===== src/rtl/tcp_rt_timer_engine.sv =====
// -----------------------------------------------------------------------------
// tcp_rt_timer_engine
//   TX-side per-flow TCP retransmit engine. Tracks snd_una/snd_nxt and one
//   retransmit timer per flow. Consumes RX ack/dup-ack state and issues
//   retransmit requests to the TX segment builder on RTO expiry or when the
//   dup-ack count reaches threshold (fast retransmit).
//
// Ports
//   clk, rst        clock, asynchronous active-high reset
//   arm_*           TX sent data on a flow; arm_seq_num becomes snd_nxt
//   ack_*           RX cumulative ack number and dup-ack count for a flow
//   rt_req_*        retransmit request (flow, seq = snd_una, cause)
//   ack_rdy         1 outside reset; arm_rdy = ~ack_val (ack has priority)
// -----------------------------------------------------------------------------
module tcp_rt_timer_engine #(
    parameter int unsigned     FLOWS          = 8,
    parameter int unsigned     FLOWID_W       = 3,
    parameter int unsigned     SEQ_W          = 32,
    parameter int unsigned     TIMESTAMP_W    = 64,
    parameter longint unsigned TIMEOUT_CYCLES = 64'd250000000,
    parameter int unsigned     DUP_ACK_CNT_W  = 4,
    parameter int unsigned     DUP_ACK_RT     = 3
) (
    input  logic                     clk,
    input  logic                     rst,
    input  logic                     arm_val,
    input  logic [FLOWID_W-1:0]      arm_flowid,
    input  logic [SEQ_W-1:0]         arm_seq_num,
    output logic                     arm_rdy,
    input  logic                     ack_val,
    input  logic [FLOWID_W-1:0]      ack_flowid,
    input  logic [SEQ_W-1:0]         ack_num,
    input  logic [DUP_ACK_CNT_W-1:0] ack_dup_cnt,
    output logic                     ack_rdy,
    output logic                     rt_req_val,
    output logic [FLOWID_W-1:0]      rt_req_flowid,
    output logic [SEQ_W-1:0]         rt_req_seq,
    output logic                     rt_req_timeout,
    input  logic                     rt_req_rdy
);

    localparam logic [TIMESTAMP_W-1:0]   TIMEOUT_TS = TIMESTAMP_W'(TIMEOUT_CYCLES);
    localparam logic [DUP_ACK_CNT_W-1:0] DUP_RT     = DUP_ACK_CNT_W'(DUP_ACK_RT);
    localparam logic [FLOWID_W-1:0]      LAST_FLOW  = FLOWID_W'(FLOWS - 1);
    localparam logic [FLOWID_W:0]        FLOWS_EXT  = (FLOWID_W+1)'(FLOWS);

    typedef enum logic {S_IDLE, S_HOLD} state_t;

    // Per-flow state
    logic [FLOWS-1:0]       armed_q, armed_d;
    logic [FLOWS-1:0]       fast_done_q, fast_done_d;
    logic [FLOWS-1:0]       pend_q, pend_d;
    logic [FLOWS-1:0]       pend_to_q, pend_to_d;
    logic [TIMESTAMP_W-1:0] ts_q [FLOWS];
    logic [TIMESTAMP_W-1:0] ts_d [FLOWS];
    logic [SEQ_W-1:0]       snd_una_q [FLOWS];
    logic [SEQ_W-1:0]       snd_una_d [FLOWS];
    logic [SEQ_W-1:0]       snd_nxt_q [FLOWS];
    logic [SEQ_W-1:0]       snd_nxt_d [FLOWS];

    // Global state
    logic [TIMESTAMP_W-1:0] now_q;
    logic [FLOWID_W-1:0]    scan_ptr_q, scan_ptr_d;
    logic [FLOWID_W-1:0]    rr_ptr_q, rr_ptr_d;
    state_t                 state_q, state_d;
    logic                   out_val_q, out_val_d;
    logic [FLOWID_W-1:0]    out_flow_q, out_flow_d;
    logic [SEQ_W-1:0]       out_seq_q, out_seq_d;
    logic                   out_to_q, out_to_d;

    // Combinational helpers
    logic                   ack_fire, arm_fire;
    logic [SEQ_W-1:0]       ack_una, ack_nxt, ack_diff, ack_ext;
    logic                   ack_new, ack_dup;
    logic [TIMESTAMP_W-1:0] scan_elapsed;
    logic                   scan_hit, scan_blocked;
    logic                   accept, withdraw;
    logic [FLOWS-1:0]       pend_eff;
    logic                   pick_found;
    logic [FLOWID_W-1:0]    pick_flow;
    logic [FLOWID_W:0]      pick_sum;

    assign ack_rdy  = ~rst;
    assign arm_rdy  = ~rst & ~ack_val;
    assign ack_fire = ack_val & ack_rdy;
    assign arm_fire = arm_val & arm_rdy;

    // Serial-number comparisons: new ack iff snd_una < ack_num <= snd_nxt
    assign ack_una  = snd_una_q[ack_flowid];
    assign ack_nxt  = snd_nxt_q[ack_flowid];
    assign ack_diff = ack_num - ack_una;
    assign ack_ext  = ack_nxt - ack_num;
    assign ack_new  = ack_fire && (ack_diff != '0) && !ack_diff[SEQ_W-1] && !ack_ext[SEQ_W-1];
    assign ack_dup  = ack_fire && (ack_diff == '0) && (ack_dup_cnt >= DUP_RT) &&
                      armed_q[ack_flowid] && !fast_done_q[ack_flowid] && !pend_q[ack_flowid];

    assign scan_elapsed = now_q - ts_q[scan_ptr_q];
    assign scan_hit     = armed_q[scan_ptr_q] && !pend_q[scan_ptr_q] && (scan_elapsed >= TIMEOUT_TS);
    assign scan_blocked = (ack_fire && (ack_flowid == scan_ptr_q)) ||
                          (arm_fire && (arm_flowid == scan_ptr_q));
    assign scan_ptr_d   = (scan_ptr_q == LAST_FLOW) ? '0 : scan_ptr_q + 1'b1;

    assign accept   = (state_q == S_HOLD) && rt_req_rdy;
    assign withdraw = (state_q == S_HOLD) && ack_new && (ack_flowid == out_flow_q);

    // A flow being new-acked this cycle must not be picked from stale pend.
    assign pend_eff = pend_q & ~(ack_new ? (FLOWS'(1) << ack_flowid) : '0);

    // Round-robin pick: first pending flow at or after rr_ptr
    always_comb begin
        pick_found = 1'b0;
        pick_flow  = '0;
        pick_sum   = '0;
        for (int unsigned i = 0; i < FLOWS; i++) begin
            pick_sum = {1'b0, rr_ptr_q} + (FLOWID_W+1)'(i);
            if (pick_sum >= FLOWS_EXT) begin
                pick_sum = pick_sum - FLOWS_EXT;
            end
            if (!pick_found && pend_eff[pick_sum[FLOWID_W-1:0]]) begin
                pick_found = 1'b1;
                pick_flow  = pick_sum[FLOWID_W-1:0];
            end
        end
    end

    // Output stage
    always_comb begin
        state_d    = state_q;
        out_val_d  = out_val_q;
        out_flow_d = out_flow_q;
        out_seq_d  = out_seq_q;
        out_to_d   = out_to_q;
        rr_ptr_d   = rr_ptr_q;
        case (state_q)
            S_IDLE: begin
                if (pick_found) begin
                    out_val_d  = 1'b1;
                    out_flow_d = pick_flow;
                    out_seq_d  = snd_una_q[pick_flow];
                    out_to_d   = pend_to_q[pick_flow];
                    state_d    = S_HOLD;
                end
            end
            S_HOLD: begin
                // A completed handshake stands even if a new ack arrives with it;
                // the ack's per-flow update still takes priority below.
                if (accept) begin
                    out_val_d = 1'b0;
                    rr_ptr_d  = (out_flow_q == LAST_FLOW) ? '0 : out_flow_q + 1'b1;
                    state_d   = S_IDLE;
                end else if (withdraw) begin
                    out_val_d = 1'b0;
                    state_d   = S_IDLE;
                end
            end
            default: begin
                out_val_d = 1'b0;
                state_d   = S_IDLE;
            end
        endcase
    end

    // Per-flow next state; later writes take priority: scan < accept < arm/ack
    always_comb begin
        armed_d     = armed_q;
        fast_done_d = fast_done_q;
        pend_d      = pend_q;
        pend_to_d   = pend_to_q;
        ts_d        = ts_q;
        snd_una_d   = snd_una_q;
        snd_nxt_d   = snd_nxt_q;

        if (scan_hit && !scan_blocked) begin
            pend_d[scan_ptr_q]    = 1'b1;
            pend_to_d[scan_ptr_q] = 1'b1;
        end

        if (accept) begin
            pend_d[out_flow_q] = 1'b0;
            if (out_to_q) begin
                ts_d[out_flow_q] = now_q;
            end else begin
                fast_done_d[out_flow_q] = 1'b1;
            end
        end

        if (arm_fire) begin
            snd_nxt_d[arm_flowid] = arm_seq_num;
            if (!armed_q[arm_flowid]) begin
                armed_d[arm_flowid] = 1'b1;
                ts_d[arm_flowid]    = now_q;
            end
        end

        if (ack_new) begin
            snd_una_d[ack_flowid]   = ack_num;
            fast_done_d[ack_flowid] = 1'b0;
            pend_d[ack_flowid]      = 1'b0;
            if (ack_num == ack_nxt) begin
                armed_d[ack_flowid] = 1'b0;
            end else begin
                ts_d[ack_flowid] = now_q;
            end
        end else if (ack_dup) begin
            pend_d[ack_flowid]    = 1'b1;
            pend_to_d[ack_flowid] = 1'b0;
        end
    end

    always_ff @(posedge clk or posedge rst) begin
        if (rst) begin
            now_q       <= '0;
            scan_ptr_q  <= '0;
            rr_ptr_q    <= '0;
            state_q     <= S_IDLE;
            out_val_q   <= 1'b0;
            out_flow_q  <= '0;
            out_seq_q   <= '0;
            out_to_q    <= 1'b0;
            armed_q     <= '0;
            fast_done_q <= '0;
            pend_q      <= '0;
            pend_to_q   <= '0;
            for (int unsigned i = 0; i < FLOWS; i++) begin
                ts_q[i]      <= '0;
                snd_una_q[i] <= '0;
                snd_nxt_q[i] <= '0;
            end
        end else begin
            now_q       <= now_q + 1'b1;
            scan_ptr_q  <= scan_ptr_d;
            rr_ptr_q    <= rr_ptr_d;
            state_q     <= state_d;
            out_val_q   <= out_val_d;
            out_flow_q  <= out_flow_d;
            out_seq_q   <= out_seq_d;
            out_to_q    <= out_to_d;
            armed_q     <= armed_d;
            fast_done_q <= fast_done_d;
            pend_q      <= pend_d;
            pend_to_q   <= pend_to_d;
            for (int unsigned i = 0; i < FLOWS; i++) begin
                ts_q[i]      <= ts_d[i];
                snd_una_q[i] <= snd_una_d[i];
                snd_nxt_q[i] <= snd_nxt_d[i];
            end
        end
    end

    assign rt_req_val     = out_val_q;
    assign rt_req_flowid  = out_flow_q;
    assign rt_req_seq     = out_seq_q;
    assign rt_req_timeout = out_to_q;

endmodule


===== config.mk =====
export PLATFORM = sky130hd
export DESIGN_NAME = tcp_rt_timer_engine
export DESIGN_NICKNAME = d
export VERILOG_FILES = /design/src/rtl/tcp_rt_timer_engine.sv
export SDC_FILE = /design/constraint.sdc
export NUM_CORES = 2
export LEC_CHECK = 0
export BUFFER_PORTS_ARGS = -buffer_cell sky130_fd_sc_hd__buf_2
export CAP_MARGIN = 25
export CORE_ASPECT_RATIO = 1.5
export CORE_UTILIZATION = 56
export CTS_BUF_LIST = sky130_fd_sc_hd__clkbuf_4 sky130_fd_sc_hd__clkbuf_8
export CTS_CLUSTER_DIAMETER = 60
export CTS_CLUSTER_SIZE = 24
export DETAILED_ROUTE_END_ITERATION = 12
export PLACE_DENSITY = 0.75
export RECOVER_POWER = 100
export SLEW_MARGIN = 20
export SYNTH_ARGS = -nofsm -noshare
export SYNTH_HDL_FRONTEND = slang
export SYNTH_SLANG_ARGS = --single-unit

===== constraint.sdc =====
create_clock -name clk -period 37.7 [get_ports clk]
set_input_delay 3.77 -clock clk [delete_from_list [all_inputs] [get_ports clk]]
set_output_delay 3.77 -clock clk [all_outputs]
set_load 0.03 [all_outputs]

==> results.sh <==
export IMPL_synth_cells=5287
export IMPL_clock_latency_reported_for_the_late_side_of_the_worst_skew_pair_ps=830
export IMPL_cts_repair_timing_setup_buffer_count=0
export IMPL_synthesis_nets=5500
export IMPL_weighted_congestion_reported_at_the_end_of_routability_driven_placement=0.9650
export IMPL_slowest_delay_ps=3290
export IMPL_hold_class="reg -> reg"
export IMPL_worst_setup_path_startpoint="ack_flowid[0]"
export IMPL_postSynth_asyncResetShare_pct=100.0
export IMPL_h_tree_depth=3
export IMPL_crit_required_ps=38370
export IMPL_synth_top_family_by_area="multiplexers"
export IMPL_min_period_ps=20610
export IMPL_die_width_um=272.8
export IMPL_run_status="finished, violations left"
export IMPL_post_synthesis_xor_xnor_area_fraction_pct=1.635
export IMPL_critical_path_class="in -> reg"
export IMPL_timing_worst_slew_pin_value_ps=8951
export IMPL_crit_arrival_ps=21280
export IMPL_clock_sink_count=1164
export IMPL_row_count=148
export IMPL_chipHeight_um=408.3
export IMPL_floorplan_core_area_um2=108700
export IMPL_synth_cell_area_um2=61620
export IMPL_route_detailed_vias_per_inst=6.521
export IMPL_clk_pin_slew_worst_paths_ps=130
export IMPL_drv_slew=2484
export IMPL_timing_critical_path_depth=19
export IMPL_period_share_pct=54.67
export IMPL_detailedRoute_firstPassIterationCount=6
export IMPL_layout_cells_most_common_list="1164 x sky130_fd_sc_hd__dfrtp_1, 933 x sky130_fd_sc_hd__mux2_2, 324 x sky130_fd_sc_hd__nand2_1, 224 x sky130_fd_sc_hd__o21ai_0, 214 x sky130_fd_sc_hd__inv_1"
export IMPL_power_per_cell_area_nw_per_um2=63.86
export IMPL_drv_cap=48
export IMPL_clock_path_buffers=3
export IMPL_yosys_area_share_adder_pct=2.745
export IMPL_grt_start_max_net_pins=177
export IMPL_wl_per_cell_um=24.87
export IMPL_slew_headroom_pct=-496.7
export IMPL_drt_total_wl_um=164600
export IMPL_achievable_frequency_ghz=0.04852
export IMPL_port_buffer_count=117
export IMPL_reg2reg_depth=17
export IMPL_timing_setup_tns_ps=0
export IMPL_route_vias_total=43158
export IMPL_ys_seq_elements=1164
export IMPL_starting_density_pct=56.69
export IMPL_synth_edff_count=0
export IMPL_grt_pass1_vias=44598
export IMPL_final_core_util_pct=59.19
export IMPL_synth_ff_type="sky130_fd_sc_hd__dfrtp_1"
export IMPL_synth_avg_cell_area_um2=11.66
export IMPL_root_buffer="sky130_fd_sc_hd__clkbuf_8"
export IMPL_cts_tree="done"
export IMPL_groute_usage_overall_pct=29.69
export IMPL_cp_num_buf_inv=3
export IMPL_yosys_area_share_simple_pct=8.120
export IMPL_finalSetupViolations=0
export IMPL_hold_viol_final=0
export IMPL_drc=0
export IMPL_setup_reg_to_reg_worst_slack_ps=25880
export IMPL_timing_rr_end="ts_q[202]"
export IMPL_synth_yosys_seq_area_share_pct=47.27
export IMPL_synth_compound_area_share_pct=12.34
export IMPL_cp_start_kind="input pin"
export IMPL_synthToLayoutAreaGrowth_pct=4.418
export IMPL_grt_setup_unrepaired="false"
export IMPL_final_setup_skew_ps=68.05
export IMPL_postcts_resize_cnt=0
export IMPL_cpMostUsedCell="sky130_fd_sc_hd__clkbuf_1"
export IMPL_dp_hpwl_um=104900
export IMPL_timing_critical_path_slowest_stage_cell="sky130_fd_sc_hd__clkbuf_1"
export IMPL_worst_hold_startpoint="ts_q[256]"
export IMPL_power_ir_vdd_worst_uv=86.26
export IMPL_layout_filler_cells=8802
export IMPL_failed_checks="capacitance limit, slew limit"
export IMPL_ant_nets=0
export IMPL_cp_max_fo=58
export IMPL_crit_family="buffers and inverters"
export IMPL_cts_hold_buffers=0
export IMPL_die_area_um2=111400
export IMPL_synth_mux_area_fraction_pct=23.89
export IMPL_mostFrequentLayoutCell="sky130_fd_sc_hd__dfrtp_1"
export IMPL_synth_warnings=0
export IMPL_grt_antenna_before_repair=13
export IMPL_globalRoute_totalOverflow=0
export IMPL_crit_chain="clkbuf_1 -> clkbuf_1 -> mux4_2 -> mux2i_1 -> ha_1 -> nor2b_1 -> o31a_1 -> o311a_1 -> a211oi_1 -> o31ai_1 -> a311oi_1 -> o32ai_1 -> nand4b_1 -> nor3_1 -> nand2b_1 -> nor2_1 -> a31oi_1 -> clkbuf_1 -> mux2_2"
export IMPL_ys_types=94
export IMPL_grt_pass1_wl_um=257800
export IMPL_timing_rr_start="snd_una_q[105]"
export IMPL_static_leakage_power_uw=0.02947
export IMPL_crit_path_end="ts_q[202]"
export IMPL_fin_nets=5352
export IMPL_cts_inserted_buffers=70
export IMPL_end_kind="flop"
export IMPL_dr_first_iter_drc_count=3523
export IMPL_layout_drive_gt1_share_pct=26.39
export IMPL_design_portCount=118
==> flip-flops by register name, summed over array words and instances (netlist names) <==
| register | flops |
|---|---|
| rt_req_val | 1 |
| ts_q | 512 |
| rt_req_timeout | 1 |
| rt_req_flowid | 3 |
| rr_ptr_q | 3 |
| pend_q | 8 |
| snd_una_q | 256 |
| now_q | 64 |
| scan_ptr_q | 3 |
| rt_req_seq | 32 |
| state_q | 1 |
| snd_nxt_q | 256 |
| pend_to_q | 8 |
| fast_done_q | 8 |
| armed_q | 8 |
==> worst min-delay path by stage <==
stage | endpoint | cells after the start
2_1_floorplan | ts_q[0] | 2
3_3_place_gp | ts_q[129] | 2
3_5_place_dp | ts_q[338] | 2
4_1_cts | ts_q[338] | 2
5_1_grt | ts_q[18] | 2
6_report | ts_q[256] | 2
==> layer usage <==
| metal | share of wire, % | global-route usage (%) | wire length (um) |
|---|---|---|---|
| met3 | 5.3 | 3.434 | 8672 |
| met1 | 38 | 35.80 | 63070 |
| met5 | 0.016 | 0 | 27 |
| met4 | 6.2 | 17.70 | 10220 |
| met2 | 50 | 50.89 | 82610 |
==> cells in the mapped netlist (all sizes together) (13+ instances only) <==
library cell | number | area (um^2)
o22ai | 45 | 281.5
and4 | 36 | 315.3
clkbuf | 356 | 1336
nand2 | 324 | 1216
a22o | 44 | 385.4
or3 | 13 | 86.33
xnor2 | 77 | 674.4
mux4 | 162 | 3649
a211oi | 82 | 760.7
o21ai | 231 | 1156
nor2 | 192 | 730.7
nand2b | 20 | 125.1
o31ai | 15 | 112.6
xor2 | 38 | 332.8
a31oi | 30 | 202.7
a21oi | 142 | 714.4
nor2b | 52 | 325.3
nand3 | 77 | 385.4
buf | 66 | 309.0
o21a | 31 | 232.7
ha | 132 | 1652
a221oi | 54 | 479.2
o211ai | 25 | 187.7
nand4 | 45 | 287.8
and3 | 69 | 431.7
o41ai | 14 | 122.6
nor3 | 80 | 405.4
nor3b | 16 | 120.1
o21bai | 29 | 217.7
and2 | 18 | 112.6
dfrtp | 1164 | 29130
mux2 | 938 | 10560
a22oi | 184 | 1381
mux2i | 50 | 513.0
nor4 | 18 | 118.9
inv | 216 | 810.8
a21o | 56 | 420.4
==> power by group <==
group / total, uW / switching, uW / internal (uW)
combinational: 1790 / 1010 / 773
sequential: 1660 / 175 / 1490
clock: 661 / 432 / 229
==> tightest hold or removal path: stages (launching register included) <==
cell	delay (ps)
sky130_fd_sc_hd__dfrtp_1	370
sky130_fd_sc_hd__nand2_1	50
sky130_fd_sc_hd__o21ai_0	60
==> metrics by stage <==
stage | worst slack (ps) | total power (uW) | hold WS, ps | area (um^2) | std cells
after global placement | 24470 | 3446 | 462.2 | 63320 | 6489
after global routing | 15760 | 4326 | 519.2 | 64320 | 6608
final | 17090 | 4109 | 499.0 | 64340 | 6618
after detailed placement | 24230 | 3491 | 471.0 | 63320 | 6489
after CTS | 25080 | 4151 | 500.7 | 64850 | 6602
after floorplan | 909.9 | 3027 | 450.2 | 61620 | 5287
==> layout make-up <==
type | instances | area (um^2) | share of cell area (%)
multi-input combinational | 3484 | 30050 | 46.70
clock inverter | 34 | 464.2 | 0.7214
clock buffer | 79 | 1069 | 1.661
inverter | 217 | 815.8 | 1.268
tap | 1425 | 1783 | 2.771
antenna | 13 | 32.53 | 0.05056
timing repair buffer | 202 | 1003 | 1.560
sequential | 1164 | 29130 | 45.27
==> cell families (layout without fill, tap and decap cells) <==
logic type,after synthesis,in the layout
flip-flops,1164,1164
multiplexers,1150,1150
AO/OA/AOI/OAI,1085,1085
buffers and inverters,639,532
adder cells (fa/ha/maj),134,134
other,0,13
AND/OR/NAND/NOR,1000,1000
XOR/XNOR,115,115
No activity file was read; power rests on OpenSTA's default activity.
